[config.mk]
export PLATFORM = sky130hd
export DESIGN_NAME = ps2_key_decoder
export DESIGN_NICKNAME = d
export VERILOG_FILES = /design/src/rtl/ps2_key_decoder.sv
export SDC_FILE = /design/constraint.sdc
export NUM_CORES = 1
export LEC_CHECK = 0
export CAP_MARGIN = 10
export CORE_MARGIN = 2
export CORE_UTILIZATION = 50
export CTS_CLUSTER_DIAMETER = 30
export DETAILED_ROUTE_END_ITERATION = 6
export GPL_TIMING_DRIVEN = 1
export HOLD_SLACK_MARGIN = 0.08
export PLACE_DENSITY = 0.73
export SYNTH_ARGS = -nofsm -noshare
export SYNTH_HDL_FRONTEND = slang
export SYNTH_SLANG_ARGS = --single-unit
[constraint.sdc]
create_clock -name iCLK -period 1.7 [get_ports iCLK]
set_input_delay 0.51 -clock iCLK [delete_from_list [all_inputs] [get_ports iCLK]]
set_output_delay 0.51 -clock iCLK [all_outputs]
set_load 0.03 [all_outputs]
[src/rtl/ps2_key_decoder.sv]
// PS/2 keyboard receiver: synchronizes and de-glitches the raw PS/2 pins,
// deserializes 11-bit device-to-host frames, and tracks the currently held
// key (make / break / E0-extended) for the video controller.
module ps2_key_decoder #(
    parameter int FILTER_LEN     = 8,
    parameter int TIMEOUT_CYCLES = 50000
) (
    input  logic       iCLK,
    input  logic       iRST,
    input  logic       iPS2_CLK,
    input  logic       iPS2_DAT,
    output logic [7:0] oBYTE,
    output logic       oBYTE_VALID,
    output logic       oFRAME_ERR,
    output logic [7:0] oKEY_CODE,
    output logic       oKEY_EXT
);

    localparam int TW = (TIMEOUT_CYCLES > 2) ? $clog2(TIMEOUT_CYCLES) : 1;

    typedef enum logic [1:0] {
        IDLE,
        DATA,
        PARITY,
        STOP
    } state_t;

    logic         clk_meta, clk_sync;
    logic         dat_meta, dat_sync;
    logic         clk_filt;
    logic [7:0]   filt_cnt;
    logic         fall_strobe;

    state_t       state;
    logic [2:0]   bit_cnt;
    logic [7:0]   shift;
    logic         par_bit;
    logic [TW-1:0] tmo_cnt;

    logic         ext_pend;
    logic         brk_pend;

    // Two-flop synchronizers for both pins; idle level of the bus is high.
    always_ff @(posedge iCLK) begin
        // NOTE: sequential state uses non-blocking assignments so every flop
        // samples the pre-edge value of its neighbour, giving a real 2-stage chain.
        if (iRST) begin
            clk_meta <= 1'b1;
            clk_sync <= 1'b1;
            dat_meta <= 1'b1;
            dat_sync <= 1'b1;
        end else begin
            clk_meta <= iPS2_CLK;
            clk_sync <= clk_meta;
            dat_meta <= iPS2_DAT;
            dat_sync <= dat_meta;
        end
    end

    // Filtered clock flips only after FILTER_LEN consecutive differing samples.
    always_ff @(posedge iCLK) begin
        if (iRST) begin
            clk_filt <= 1'b1;
            filt_cnt <= '0;
        end else if (clk_sync == clk_filt) begin
            filt_cnt <= '0;
        end else if (filt_cnt == 8'(FILTER_LEN - 1)) begin
            clk_filt <= clk_sync;
            filt_cnt <= '0;
        end else begin
            filt_cnt <= filt_cnt + 8'd1;
        end
    end

    // Strobe is high in the very cycle the filtered clock takes the 1->0 step.
    assign fall_strobe = clk_filt && !clk_sync && (filt_cnt == 8'(FILTER_LEN - 1));

    // Frame FSM with timeout and registered byte / error strobes.
    always_ff @(posedge iCLK) begin
        if (iRST) begin
            state       <= IDLE;
            bit_cnt     <= '0;
            shift       <= '0;
            par_bit     <= 1'b0;
            tmo_cnt     <= '0;
            oBYTE       <= '0;
            oBYTE_VALID <= 1'b0;
            oFRAME_ERR  <= 1'b0;
        end else begin
            // NOTE: strobes get a default here and are overridden below; the
            // last non-blocking assignment in the block wins.
            oBYTE_VALID <= 1'b0;
            oFRAME_ERR  <= 1'b0;

            if (state == IDLE || fall_strobe) begin
                tmo_cnt <= '0;
            end else begin
                tmo_cnt <= tmo_cnt + 1'b1;
            end

            case (state)
                IDLE: begin
                    if (fall_strobe && !dat_sync) begin
                        state   <= DATA;
                        bit_cnt <= '0;
                    end
                end
                DATA: begin
                    if (fall_strobe) begin
                        shift   <= {dat_sync, shift[7:1]};
                        bit_cnt <= bit_cnt + 3'd1;
                        if (bit_cnt == 3'd7) begin
                            state <= PARITY;
                        end
                    end
                end
                PARITY: begin
                    if (fall_strobe) begin
                        par_bit <= dat_sync;
                        state   <= STOP;
                    end
                end
                STOP: begin
                    if (fall_strobe) begin
                        if (dat_sync && (^{shift, par_bit})) begin
                            oBYTE       <= shift;
                            oBYTE_VALID <= 1'b1;
                        end else begin
                            oFRAME_ERR  <= 1'b1;
                        end
                        state <= IDLE;
                    end
                end
                default: state <= IDLE;
            endcase

            // A strobe in the same cycle keeps the frame alive.
            if (state != IDLE && !fall_strobe && tmo_cnt == TW'(TIMEOUT_CYCLES - 1)) begin
                state <= IDLE;
            end
        end
    end

    // Key tracker: prefix flags plus the held-key register.
    always_ff @(posedge iCLK) begin
        if (iRST) begin
            oKEY_CODE <= 8'h00;
            oKEY_EXT  <= 1'b0;
            ext_pend  <= 1'b0;
            brk_pend  <= 1'b0;
        end else if (oBYTE_VALID) begin
            case (oBYTE)
                8'hE0: ext_pend <= 1'b1;
                8'hF0: brk_pend <= 1'b1;
                8'hE1, 8'hAA, 8'hFA, 8'hFE, 8'hEE, 8'h00, 8'hFF: begin
                    ext_pend <= 1'b0;
                    brk_pend <= 1'b0;
                end
                default: begin
                    if (brk_pend) begin
                        if ({ext_pend, oBYTE} == {oKEY_EXT, oKEY_CODE}) begin
                            oKEY_CODE <= 8'h00;
                            oKEY_EXT  <= 1'b0;
                        end
                    end else begin
                        oKEY_CODE <= oBYTE;
                        oKEY_EXT  <= ext_pend;
                    end
                    ext_pend <= 1'b0;
                    brk_pend <= 1'b0;
                end
            endcase
        end
    end

endmodule
; ---- Word level (Yosys, flattened, before mapping)
; Index checks and enable logic that the tools add are counted.
[totals]
register_bits = 64
word_cells = 95
input_bits = 4
out_inout_bits = 19
[op_classes]
n_eq_ne = 22
add_sub_neg = 3
muxes = 17
reduce_logical = 29
bitwise_logic = 6
[op_table]
columns = operator, n
row1 = == test 8 bit (second input constant), 8
row2 = adder 16 x 1 -> 16 bit (second input constant), 1
row3 = == test 16 bit (second input constant), 1
row4 = two-way mux 8 bit, 2
row5 = two-way mux 2 bit, 5
row6 = AND reduction 2 bit, 5
row7 = == test 9 bit, 1
row8 = AND reduction 3 bit, 3
row9 = OR reduction 9 bit, 1
row10 = parity 9 bit, 1
row11 = adder 8 x 1 -> 8 bit (second input constant), 1
row12 = == test 8 x 3 -> 1 bit (second input constant), 1
row13 = zero test 8 bit, 1
row14 = != test 2 bit (second input constant), 4
row15 = one-hot mux 2 bit (4 select lines), 1
row16 = logical AND 1 bit, 6
row17 = two-way mux 3 bit, 2
row18 = inverter 1 bit, 6
row19 = one-hot mux 3 bit (2 select lines), 1
row20 = OR reduction 3 bit, 2
row21 = AND reduction 5 bit, 1
row22 = == test 2 bit (second input constant), 2
row23 = two-way mux 1 bit, 4
row24 = != test 2 x 1 -> 1 bit (second input constant), 2
row25 = other kinds (10), 15

; ---- Longest topological paths before layout
; Gate-level depths: netlist (run 1).
[logic_depth]
depth_word = 7
mapped_depth = 8
ltp_nobuf = 7

; ---- Least setup slack after synthesis (run 1)
; OpenSTA, ideal clock, no wires.
[synth_timing]
kind = register to register
startpoint = reg oBYTE[1]
endpoint = reg oKEY_CODE[4]
stages_incl_launch_ff = 8
period_less_slack_ps = 1970
n_path_buf = 2
required_ps = 1568
setup_ps = 132
t_arrival_ps = 1838
slack_ps = -270
cell_sequence = dfxtp_1 > buf_6 > nor4_1 > or3b_2 > o2111ai_2 > clkbuf_2 > or3_1 > a21oi_1
[synth_via]
elab_chain_len = 4
word_cells_on_any_way = 14
classes_between = eq/ne (10) / bitwise (1) / reduce/logical (3)
[synth_lines]
columns = item, line_no
row1 = start: declaration, 12  ; output logic [7:0] oBYTE,
row2 = start signal: assignment, 126  ; oBYTE <= shift;
row3 = == test 8 bit / zero test 8 bit (equally long branches), 152  ; case (oBYTE)
row4 = OR reduction 9 bit (no source line), -
row5 = inverter 1 bit (no source line), -
row6 = AND reduction 3 bit (no source line) (*), -
row7 = end signal: assignment, 166  ; oKEY_CODE <= oBYTE;
row8 = end: declaration, 15  ; output logic [7:0] oKEY_CODE,
; Mark *: on every way between the ends. The rest lies on a longest branch, timed or not.
; A chain may end at the register's enable or synchronous reset.

; ---- Worst setup path in the final report (run 1)
[layout_timing]
startpoint = reg shift[6]
endpoint = reg oBYTE[3]
[layout_via]
elab_chain_len = 3
[layout_lines]
columns = item, line_no
row1 = start: declaration, 36  ; logic [7:0] shift;
row2 = start signal: assignment, 110  ; shift <= {dat_sync, shift[7:1]};
row3 = parity 9 bit, 125  ; if (dat_sync && (^{shift, par_bit})) begin
row4 = logical AND 1 bit, 125
row5 = AND reduction 3 bit (no source line), -
; Every way passes these cells.

==> metrics.yaml, run 1 <==
routed_wl_mm: 7.31
rsz0062_at_grt: "true"
crit_chain: "xnor2_2 -> xnor3_2 -> buf_6 -> xnor2_4 -> buf_6 -> nand4_1 -> a21oi_2"
worst_path_most_repeated_cell: "buf_6"
instances_no_fill: 479
r2r_setup_slack_ps: -130
die_h_um: 81.0
leakagePower_nw: 1.61
first_pass_iters: 5
cp_data_arrival_time_ps: 2110
hpwl_mm: 4.28
setup_slack_ps: -135
r2r_cells: 7
ys_warn_count: 0
fin_tns_setup_ps: -2930
grt_max_degree: 16
max_freq_mhz: 545
ys_seq_area_share_pct: 43.3
async_flop_share_pct: 0
fin_area_sq_um: 4290
drt_iter0_drc: 136
cts_buffers: 9
path_buf_inv: 2
yosys_most_used_dff: "dfxtp_1"
p_per_area_nw_per_um2: 681
n_fill_cell: 420
syn_nets: 343
fin_nets: 413
slowest_delay_ps: 520
tightest_slew_ps: 486
overflow: 0
period_share_pct: 108
antenna_found_initial: 0
min_to: "clk_sync"
wire_per_inst_um: 15.3
syn_inst: 330
critPathRequiredTime_ps: 1970
dpl.cell_count: 456
relSlewSlack_pct: 67.3
drive_gt1_share_pct: 40.3
boundaryPins: 23
dieArea_sq_um: 6550
drcViolationCount: 0
fin_util_pct: 73.8
placed_cell_area_sq_um: 3560
hold_violations: 0
maxSlewViolCount: 0
r2r_start: "shift[6]"
syn-cell-area_sq_um: 2960
fp.dieW_um: 81.0
htreeDepth: 3
port_buffers: 22
grt_pass1_vias: 2515
whs_path_depth: 1
fin_worst_skew_ps: 9.34
cp-end-kind: "register"
area_growth_pct: 45.0
status: "finished with violations"
violations: "negative setup slack"
worstPathMaxFanout: 5
setup_viol: 44
ant_nets: 0
whs_ps: 412
hp-class: "reg -> reg"
r2r_end: "oBYTE[3]"
clock_latency_ps: 340
regArea_sq_um: 1300
gp_congestion: 0.812
core_sq_um: 5820
clk_path_buf_depth: 2
critPathSlowestCell: "xnor3_2"
vias: 2739
routed_via_density: 5.72
startpoint_type: "register"
num_antenna_cells: 0
critPathTopFamily: "XOR/XNOR gates"
ys_ff_latch: 64
clock_sinks: 64
yosysUniqueCellTypes: 44
power.total_mw: 2.93
min-delay-start: "clk_meta"
fin_crit_ps: 1830
cts_root_buf: "clkbuf_8"
synth_edf_count: 0
placementRows: 28
pre_cts_ws_ps: -237
cts_tree: "built"
grt_usage_pct: 22.9
path_class: "reg -> reg"
start_util_pct: 50.9
syn_avg_cell_area_sq_um: 8.97
drv_cap: 0
grt_pass1_wl_mm: 11.5
multi_input_area_sq_um: 2030
peakVddDrop_mv: 0.476
clk_pin_slew_ps: 70
[flip-flops by register name, indices dropped and copies added (netlist names), 2 cells and up]
name and flops:
state 2, oKEY_CODE 8, tmo_cnt 16, shift 8
oBYTE 8, filt_cnt 8, bit_cnt 3
[cells in the mapped netlist (3+ instances only)]
library cell / n / area, sq um
a211oi_1: 4 / 30.0
o21ai_0: 13 / 65.1
or2_2: 4 / 25.0
nor2_1: 25 / 93.8
dfxtp_1: 64 / 1280
and3_1: 10 / 62.6
nand2_1: 20 / 75.1
a21oi_1: 33 / 165
nor4_1: 5 / 31.3
or3_1: 7 / 43.8
clkbuf_1: 9 / 33.8
nand4_1: 14 / 87.6
xnor2_1: 19 / 166
or3b_2: 9 / 78.8
ha_1: 9 / 113
nand3_1: 19 / 95.1
xor2_1: 14 / 123
o31ai_1: 10 / 75.1
mux2i_1: 3 / 30.0
inv_1: 9 / 33.8
[per-layer routing]
layer,GRT usage (%),routed length [um],vias up
li1,-,-,1340
met5,0,0,-
met3,5.00,404,17
met4,11.7,171,0
met1,28.8,3200,1282
met2,36.9,3540,100
[kinds of logic (layout without fill, tap and decap cells)]
group	count (synthesis)	in the layout	share of synthesized area [%]
AND/OR/NAND/NOR	126	126	23.7
XOR/XNOR	34	34	10.5
flip-flops	64	64	43.3
AO/OA/AOI/OAI	68	72	13.8
buffers and inverters	26	96	3.93
adder cells (fa/ha/maj)	9	9	3.80
multiplexers	3	3	1.01
[report_power, final]
group | leakage (nW) | internal (mW) | switching [mW]
clock | 0.108 | 0.785 | 0.583
combinational | 0.977 | 0.0227 | 0.0338
sequential | 0.522 | 1.50 | 0.00220
[final cells by class]
| cell class | count | area share [%] |
|---|---|---|
| multi-input combinational | 244 | 47.2 |
| timing repair buffer | 71 | 14.6 |
| sequential | 64 | 30.3 |
| clock buffer | 12 | 3.85 |
| inverter | 10 | 0.874 |
| clock inverter | 3 | 0.933 |
| tap | 75 | 2.19 |
[cell usage in the layout, fill, tap and decap left out, types with 5 or more instances in the layout]
cell type      instances
clkbuf_8              12
buf_4                 40
nand3_2                6
o31ai_1                5
nand2_1               15
inv_1                  9
xnor2_1               17
dlygate4sd2_1          9
dfxtp_2                6
nand3_1               11
ha_1                   9
or3b_2                 6
or3_1                  5
dfxtp_1               55
buf_6                  6
nor2_4                 9
nor2_1                12
xor2_1                13
a21oi_2               14
o21ai_0                8
a21oi_1               19
and3_1                10
nand4_1               14
[what timing repair did]
item,CTS,global route
pin swaps,33,37
endpoints found under the setup margin,66,60
buffers inserted,2,1
cloned,5,0
hold buffers,0,0
hold endpoints to repair,0,0
resized for setup,72,76
[worst max-delay path by stage]
stage	endpoint	start	slack, ps	cells after the start
floorplan	oKEY_CODE[4]	oBYTE[1]	-210	7
global placement	oKEY_EXT	oBYTE[1]	-200	5
detailed placement	oKEY_CODE[7]	oBYTE[1]	-240	5
CTS	state[0]	filt_cnt[7]	-100	6
global route	oBYTE[7]	shift[6]	-210	7
finish	oBYTE[3]	shift[6]	-130	7
(Power assumes the default switching activity.)
==> run 2: changes to the inputs <==
Settings changed: DONT_BUFFER_PORTS from default to 1, PLACE_DENSITY 0.73 to 0.68.
==> run 2 against run 1 <==
The run still ends with negative setup slack left; final cell count down 1.5%; maximum frequency is 0.80% higher; critical endpoint is now oKEY_CODE[6]; worst setup slack better by 15 ps; cell area about the same; clock skew shrank 0.76 ps; clock power fell by 18%; first-iteration DRC count shrank 13%; register-to-register slack about the same; die area is the same; global-route usage down 0.89 points.
==> metrics.yaml, run 2 (synthesized netlist as in run 1, its figures left out) <==
boundaryPins: 23
r2r_start: "oBYTE[3]"
violations: "negative setup slack"
r2r_setup_slack_ps: -120
start_util_pct: 50.9
fin_tns_setup_ps: -3870
overflow: 0
max_freq_mhz: 549
relSlewSlack_pct: 68.8
fin_util_pct: 73.9
whs_ps: 235
area_growth_pct: 45.0
rsz0062_at_grt: "true"
cp-end-kind: "register"
setup_viol: 46
leakagePower_nw: 1.55
grt_usage_pct: 22.0
postCtsHoldBufs: 0
antenna_found_initial: 0
fin_area_sq_um: 4300
vias: 2695
pre_cts_ws_ps: -209
cts_tree: "built"
layout_commonest_cell: "dfxtp_1"
worstPathMaxFanout: 6
fin_nets: 408
crit_end: "oKEY_CODE[6]"
routed_wl_mm: 7.44
cp_data_arrival_time_ps: 2050
maxSlewViolCount: 0
setup_slack_ps: -120
hpwl_mm: 4.27
hold_violations: 0
status: "finished with violations"
final_cell_mix: "53 x dfxtp_1, 51 x buf_4, 19 x a21oi_2"
critPathRequiredTime_ps: 1930
r2r_cells: 7
top_register: "tmo_cnt"
die_h_um: 81.0
hp-class: "in -> reg"
grt_pass1_vias: 2506
ant_nets: 0
htreeDepth: 3
tightest_slew_ps: 462
port_buffers: 0
routed_via_density: 5.71
p_per_area_nw_per_um2: 615
cts_root_buf: "clkbuf_8"
crit_path_start: "oBYTE[3]"
gp_congestion: 0.782
clk_path_buf_depth: 2
path_class: "reg -> reg"
core_sq_um: 5820
clock_latency_ps: 340
clk_pin_slew_ps: 60
drv_cap: 0
placed_cell_area_sq_um: 3440
clock_sinks: 64
fin_worst_skew_ps: 8.58
fin_crit_ps: 1820
cts_buffers: 9
r2r_end: "oKEY_CODE[6]"
grt_pass1_wl_mm: 11.0
power.total_mw: 2.64
period_share_pct: 107
drcViolationCount: 0
largest_reg_flops: 16
fp.dieW_um: 81.0
peakVddDrop_mv: 0.562
drt_iter0_drc: 118
dpl.cell_count: 446
grt_max_degree: 42
startpoint_type: "register"
instances_no_fill: 472
drive_gt1_share_pct: 46.9
wire_per_inst_um: 15.8
num_antenna_cells: 0
placementRows: 28
dieArea_sq_um: 6550
first_pass_iters: 4
-- run 2: per-layer routing --
metal,vias up,GRT usage (%),wire length [um],share of wire [%]
li1,1326,-,-,-
met1,1290,25.0,3110,42
met2,60,37.7,3790,51
met3,19,6.00,330,4.4
met4,0,11.2,202,2.7
met5,-,0,0,0
-- run 2: worst min-delay path by stage --
stage                to  startpoint  slack [ps]  cells past startpoint
6_report       oBYTE[5]        iRST         240                      1
2_1_floorplan  clk_sync    clk_meta         390                      1
3_3_place_gp   clk_sync    clk_meta         390                      1
4_1_cts        shift[5]        iRST         220                      1
5_1_grt        oBYTE[5]        iRST         230                      1
3_5_place_dp   dat_sync    dat_meta         400                      1
-- run 2: final cells by class --
type                            count  area (sq um)
Inverter                           10          37.5
Fill cell                         393          1520
Clock inverter                      1          5.00
Timing Repair Buffer               68           618
Tap cell                           75          93.8
Sequential cell                    64          1300
Multi-Input combinational cell    242          2080
Clock buffer                       12           155
-- run 2: what timing repair did --
action | 4_1_cts | 5_1_grt
buffers inserted | 4 | 5
gates cloned | 3 | 1
hold endpoints to repair | 0 | 0
endpoints found under the setup margin | 52 | 56
resized for setup | 44 | 104
pin swaps | 32 | 69
-- run 2: power by group --
part           switching, mW  internal, mW  leakage, nW
logic                 0.0133       0.00776        0.942
clock network          0.535         0.582       0.0842
registers            0.00257          1.50        0.523
-- run 2: worst max-delay path, stage by stage (launching register included) --
cell       delay [ps]
dfxtp_4           370
buf_6             120
nor4_4            260
or3b_4            450
buf_6             130
o2111ai_4         140
or3b_4            200
a21oi_2            50
==> run 3: changes to the inputs <==
Settings changed: CTS_CLUSTER_SIZE from default to 30.
==> results of run 3 <==
No change in the layout: final DEF, timing and power equal those of run 2.
